## src/rtl/jk_register_bank.sv

```systemverilog
// jk_register_bank: WIDTH JK flip-flops with a shared prescaler, parallel load and an up/down counter mode.
// Rev 1.0
`default_nettype none

module jk_register_bank #(
  parameter int WIDTH = 8,
  parameter int DIV   = 50_000_000
) (
  input  logic             clk,
  input  logic             rst_n,
  input  logic [WIDTH-1:0] j,
  input  logic [WIDTH-1:0] k,
  input  logic [1:0]       mode,
  input  logic             load,
  input  logic [WIDTH-1:0] d,
  output logic             clk_out,
  output logic [WIDTH-1:0] q,
  output logic [WIDTH-1:0] qbar,
  output logic             carry
);

  localparam int             CW        = (DIV > 1) ? $clog2(DIV) : 1;
  localparam logic [CW-1:0]  LAST      = CW'(DIV - 1);
  localparam logic [CW-1:0]  CNT_ONE   = CW'(1);
  localparam logic [WIDTH-1:0] Q_ONE   = WIDTH'(1);
  localparam logic [1:0]     MODE_JK   = 2'b00;
  localparam logic [1:0]     MODE_UP   = 2'b01;
  localparam logic [1:0]     MODE_DN   = 2'b10;

  logic [CW-1:0]    count;
  logic             tick;
  logic [WIDTH-1:0] q_next;
  logic             carry_next;

  // With DIV=1 the count is pinned at 0, so tick is permanently high.
  assign tick = (count == LAST);

  always_comb begin
    q_next     = q;
    carry_next = 1'b0;
    case (mode)
      MODE_JK: q_next = (j & ~q) | (~k & q);
      MODE_UP: begin
        q_next     = q + Q_ONE;
        carry_next = &q;
      end
      MODE_DN: begin
        q_next     = q - Q_ONE;
        carry_next = ~|q;
      end
      default: q_next = q;
    endcase
  end

  // qbar is a separate register loaded with the complement of q's next value.
  always_ff @(posedge clk or negedge rst_n) begin
    if (!rst_n) begin
      q       <= '0;
      qbar    <= '1;
      clk_out <= 1'b0;
      carry   <= 1'b0;
      count   <= '0;
    end else if (load) begin
      q       <= d;
      qbar    <= ~d;
      count   <= '0;
      carry   <= 1'b0;
    end else if (tick) begin
      q       <= q_next;
      qbar    <= ~q_next;
      count   <= '0;
      clk_out <= ~clk_out;
      carry   <= carry_next;
    end else begin
      count   <= count + CNT_ONE;
      carry   <= 1'b0;
    end
  end

endmodule

`default_nettype wire

```

## config.mk

```make
export PLATFORM = sky130hd
export DESIGN_NAME = jk_register_bank
export DESIGN_NICKNAME = d
export VERILOG_FILES = /design/src/rtl/jk_register_bank.sv
export SDC_FILE = /design/constraint.sdc
export NUM_CORES = 1
export LEC_CHECK = 0
export CORE_ASPECT_RATIO = 1.1
export CORE_MARGIN = 1
export CORE_UTILIZATION = 35
export CTS_CLUSTER_DIAMETER = 50
export DETAILED_ROUTE_END_ITERATION = 12
export PLACE_DENSITY = 0.58
export SETUP_SLACK_MARGIN = 0.2
export SLEW_MARGIN = 40
export SYNTH_ARGS = -nofsm -noshare
export SYNTH_HDL_FRONTEND = slang
export SYNTH_SLANG_ARGS = --single-unit
```

## constraint.sdc

```tcl
create_clock -name clk -period 3.7 [get_ports clk]
set_input_delay 0.925 -clock clk [delete_from_list [all_inputs] [get_ports clk]]
set_output_delay 0.925 -clock clk [all_outputs]
set_load 0.02 [all_outputs]
```

# Word-level counts from Yosys, hierarchy flattened
# Cells that the tools add are included.
# Widths: inputs -> output; s select.
# totals
reg_bits	44
latchBits	0
mem_bits_rw	0
romBits	0
input_bits	29
output_inout_bits	18
elab_cells	36
mem_count	0
# op_classes
n_addsub	3
multipliers	0
div_mod_pow	0
n_lt_le_gt_ge	0
eq_ne	3
shifts	0
muxes	10
bitwise	9
n_reduce_logical	6
# ops
op	n
$mux 26	2
$mux 8	4
$not 8->8	4
$add 26x1->26 const B	1
$eq 26x26->1 const B	1
$pmux 8 s3	1
$and 8x8->8	2
$add 8x1->8 const B	1
$or 8x8->8	1
$reduce_and 8->1	1
$reduce_or 8->1	1
$sub 8x1->8 const B	1
$eq 2x1->1 const B	1
$eq 2x2->1 const B	1
$logic_not 2->1	1
$mux 1	2
$not 1->1	2
$pmux 1 s2	1
$reduce_and 2->1	1
$reduce_bool 2->1	1
$logic_not 1->1	1

# Logic depth before layout (Yosys ltp)
# depth
ltp_word	7
ltp_mapped	11
mapped_depth_nobuf	10

# Worst setup path before layout
# No wires, ideal clock.
# synth_path
path_kind	input to register
startpoint	in mode[0]
endpoint	reg qbar[4]
setup_ns	0.077
arrival_ns	2.930
required_ns	3.623
path_slack_ns	0.693
cell_stages	11
n_path_buf	1
path_cell_list	inv_1 ha_1 buf_2 xor2_1 ha_1 o21a_1 o221a_2 or3_1 a21oi_1 o41ai_1 a21o_1
# synth_via
elab_chain_cells	5
word_cells_on_any_way	7
classes_between	2 x eq/ne; 3 x mux; 1 x bitwise; 1 x reduce/logical
# synth_lines
element	line_no	text
from (decl)	13	input logic [1:0] mode,
$eq 2x2->1, or another cell as far along	41	case (mode)
$pmux 8 s3 *	41	
$not 8->8 *	70	qbar <= ~q_next;
$mux 8 *	68	end else if (tick) begin
$mux 8 *	63	end else if (load) begin
to (signal assigned)	65	qbar <= ~d;
to (signal assigned)	70	
to (decl)	18	output logic [WIDTH-1:0] qbar,
# Every way passes the cells marked *; elsewhere a longest branch is shown, timed or not. The select of a mux whose other input is x is not followed.
# A chain may end at the register's enable or synchronous reset.

# Worst setup path in the final report
# Same ends and word-level chain as after synthesis.

==> impl_metrics.json <==
{
  "finalCritPeriodShare_pct": 89.3,
  "finalMaxSlewViolations": 0,
  "port_buffers": 46,
  "die_w_um": 87.9,
  "synthCells": 317,
  "synth_simple_gate_area_share_pct": 26.1,
  "internal_power_mw": 0.833,
  "synth_compound_area_share_pct": 16.5,
  "fin_nets": 394,
  "power_switching_mw": 0.343,
  "crit_slowest_cell": "clkdlybuf4s50_1",
  "cap_viol_max_count": 0,
  "synth_area_per_cell_um2": 8.97,
  "drt-initial-drc-count": 101,
  "cp_max_fo": 6,
  "total_power_mw": 1.18,
  "synth_top_family_by_area": "simple AND/OR/NAND/NOR gates",
  "yosys_warnings": 0,
  "dp_hpwl_mm": 5.08,
  "drtAntennaViolNets": 0,
  "ys_seq_elements": 44,
  "critPathMostFrequentCell": "ha_1",
  "critPathLaunchType": "primary input",
  "cp.arrival_ns": 3.55,
  "crit_buf_inv": 3,
  "synthArstFlopShare_pct": 100,
  "cts_buffers": 5,
  "start_util_pct": 35.9,
  "area_delta_synth_final_pct": 23.4,
  "path_class": "in -> reg",
  "grt_setup_unrepaired": "false",
  "r2r-start": "count[17]",
  "grt_pass1_wl_mm": 11.7,
  "crit_end": "qbar[4]",
  "wl_mm": 7.07,
  "clock.fmax_mhz": 302,
  "layout_min_cycle_time_ns": 3.31,
  "insertion_delay_ns": 0.30,
  "power_frac_clock_pct": 32.7,
  "final_common_cell": "nor2_1",
  "combinationalPowerShare_pct": 21.0,
  "synth_cell_type_count": 66,
  "gp_congestion": 0.787,
  "grt_usage_pct": 18.1,
  "finalSetupTns_ns": 0,
  "layout.cells.most_common_list": "46 x nor2_1, 45 x clkdlybuf4s50_1, 36 x dfrtp_1",
  "crit_family": "compound AO/OA/AOI/OAI gates",
  "syn_nets": 354,
  "tightest_slew_ns": 0.629,
  "r2r_setup_slack_ns": 0.92,
  "cts_resized": 0,
  "layout-drive-gt1-share_pct": 10.6,
  "grt-ovfl-total": 0,
  "clk_pin_slew_worst_paths_ns": 0.09,
  "core_mm2": 0.00791,
  "wl_per_cell_um": 15.2,
  "clockRootBuffer": "clkbuf_8",
  "drt-pass1-iter-count": 4,
  "routed-via-count": 2421,
  "grt_max_degree": 45,
  "vias_per_cell": 5.20,
  "synthXorXnorAreaFrac_pct": 8.93,
  "synth.area.mux_share_pct": 1.28,
  "clock_path_buffers": 2,
  "grt_pass1_vias": 2408,
  "status": "complete, no violations",
  "pin_count": 47,
  "clock-sinks": 44,
  "ff_latch_area_mm2": 0.00111,
  "path_cells": "clkdlybuf4s50_1 > inv_1 > ha_1 > xor2_1 > ha_1 > o21a_1 > o221a_2 > or3_1 > a21oi_1 > o41ai_1 > buf_4 > a21o_1",
  "leakagePower_nw": 1.46,
  "die_area_mm2": 0.00849,
  "slew_headroom_pct": 58.1,
  "multi_input_area_mm2": 0.00160,
  "setup_viol": 0,
  "ys_seq_area_share_pct": 39.1,
  "cts_hold_buf": 0,
  "max-vdd-ir-drop_mv": 0.130,
  "final_core_util_pct": 44.4,
  "drcViolationCount": 0,
  "crit_path_end_kind": "flip-flop",
  "reg2reg_depth": 7,
  "cts_max_level": 2,
  "swShare_pct": 29.1,
  "required_ns": 3.95,
  "hold_violations": 0,
  "fp-row-count": 34,
  "synthFlopType": "dfrtp_1",
  "critical_path_depth": 12,
  "skew_ns": 0.0106,
  "antenna_found_initial": 0,
  "n_antenna_cell": 0,
  "synth.cell_area_mm2": 0.00284,
  "powerDensity_mw_per_mm2": 335,
  "cts_setup_buffers": 0,
  "stdcell_count": 466,
  "tritoncts": "done",
  "max_stage_delay_ns": 0.51,
  "startpoint": "mode[0]",
  "r2r_end": "q[2]",
  "seq_power_share_pct": 46.3,
  "die_y_um": 96.5,
  "nFillCells": 811,
  "dp.cells": 458,
  "synthAdderAreaFrac_pct": 3.52,
  "synth_edf_count": 0,
  "hp-class": "reg -> reg"
}
==> Yosys cell counts, drive strengths merged (2+ instances only) <==
| cell | n | area [µm²] |
|---|---|---|
| a211oi | 3 | 22.5 |
| a21boi | 3 | 22.5 |
| a21o | 2 | 15.0 |
| a21oi | 13 | 68.8 |
| a22oi | 2 | 15.0 |
| and2 | 2 | 12.5 |
| and3 | 9 | 61.3 |
| and4 | 3 | 26.3 |
| and4b | 3 | 33.8 |
| buf | 11 | 58.8 |
| clkbuf | 8 | 30.0 |
| dfrtp | 36 | 901 |
| dfstp | 8 | 210 |
| ha | 8 | 100 |
| inv | 11 | 41.3 |
| mux2 | 2 | 26.3 |
| nand2 | 28 | 105 |
| nand2b | 5 | 31.3 |
| nand3 | 13 | 70.1 |
| nand4 | 8 | 50.1 |
| nor2 | 46 | 173 |
| nor3 | 8 | 45.0 |
| nor4 | 2 | 12.5 |
| nor4b | 2 | 23.8 |
| nor4bb | 2 | 20.0 |
| o211ai | 2 | 15.0 |
| o21a | 5 | 37.5 |
| o21ai | 10 | 50.1 |
| o22ai | 2 | 12.5 |
| o31ai | 4 | 35.0 |
| o41ai | 2 | 36.3 |
| or3 | 3 | 18.8 |
| or4 | 3 | 26.3 |
| xnor2 | 7 | 61.3 |
| xor2 | 22 | 193 |
==> kinds of logic (layout without fill, tap and decap cells) <==
| kind of cell | after synthesis | in the layout |
|---|---|---|
| AOI/OAI and AO/OA | 62 | 62 |
| adders and majority gates | 8 | 8 |
| xor gates and xnor gates | 29 | 29 |
| muxes | 3 | 3 |
| buffers and inverters | 30 | 71 |
| and+or+nand+nor | 141 | 141 |
| DFF | 44 | 44 |
==> registers in the layout, summed over array words and instances, names as in the netlist, named ones only <==
| name | flops |
|---|---|
| qbar | 8 |
| carry | 1 |
| clk_out | 1 |
| count | 26 |
| q | 5 |
==> worst min path at each step <==
stage / end / cells after the start / slack (ns) / start
floorplan: count[0] / 1 / 0.47 / count[0]
global placement: clk_out / 1 / 0.47 / clk_out
detailed placement: clk_out / 1 / 0.47 / clk_out
CTS: clk_out / 1 / 0.49 / clk_out
global route: clk_out / 1 / 0.51 / clk_out
finish: clk_out / 1 / 0.48 / clk_out
==> power groups by stage <==
stage | logic [mW] | registers [mW] | clock network (mW)
6_report | 0.246 | 0.545 | 0.384
5_1_grt | 0.271 | 0.549 | 0.412
4_1_cts | 0.248 | 0.545 | 0.394
3_5_place_dp | 0.247 | 0.554 | 0
3_3_place_gp | 0.245 | 0.554 | 0
2_1_floorplan | 0.135 | 0.555 | 0
==> area by class of cell <==
class | count | area share (%)
Clock inverter | 3 | 1.35
Inverter | 11 | 1.18
Clock buffer | 5 | 1.96
Tap cell | 108 | 3.85
Sequential cell | 44 | 31.7
Timing Repair Buffer | 52 | 14.3
Multi-Input combinational cell | 243 | 45.7
==> layer usage <==
metal | wire [µm] | vias up | track usage [%]
met5 | 0 | - | 0
met1 | 3410 | 1172 | 23.8
met2 | 3360 | 42 | 30.6
met4 | 80 | 0 | 5.19
li1 | - | 1201 | -
met3 | 208 | 6 | 2.89
==> metrics by stage <==
step	instance area [µm²]	setup slack [ns]	hold slack, ns
final	3510	0.394	0.484
after global routing	3510	0.253	0.506
after CTS	3510	0.390	0.489
after detailed placement	3390	0.0586	0.473
after global placement	3390	0.135	0.466
after floorplan	2840	0.693	0.475
Note: power is estimated with default switching activity, not from simulation.
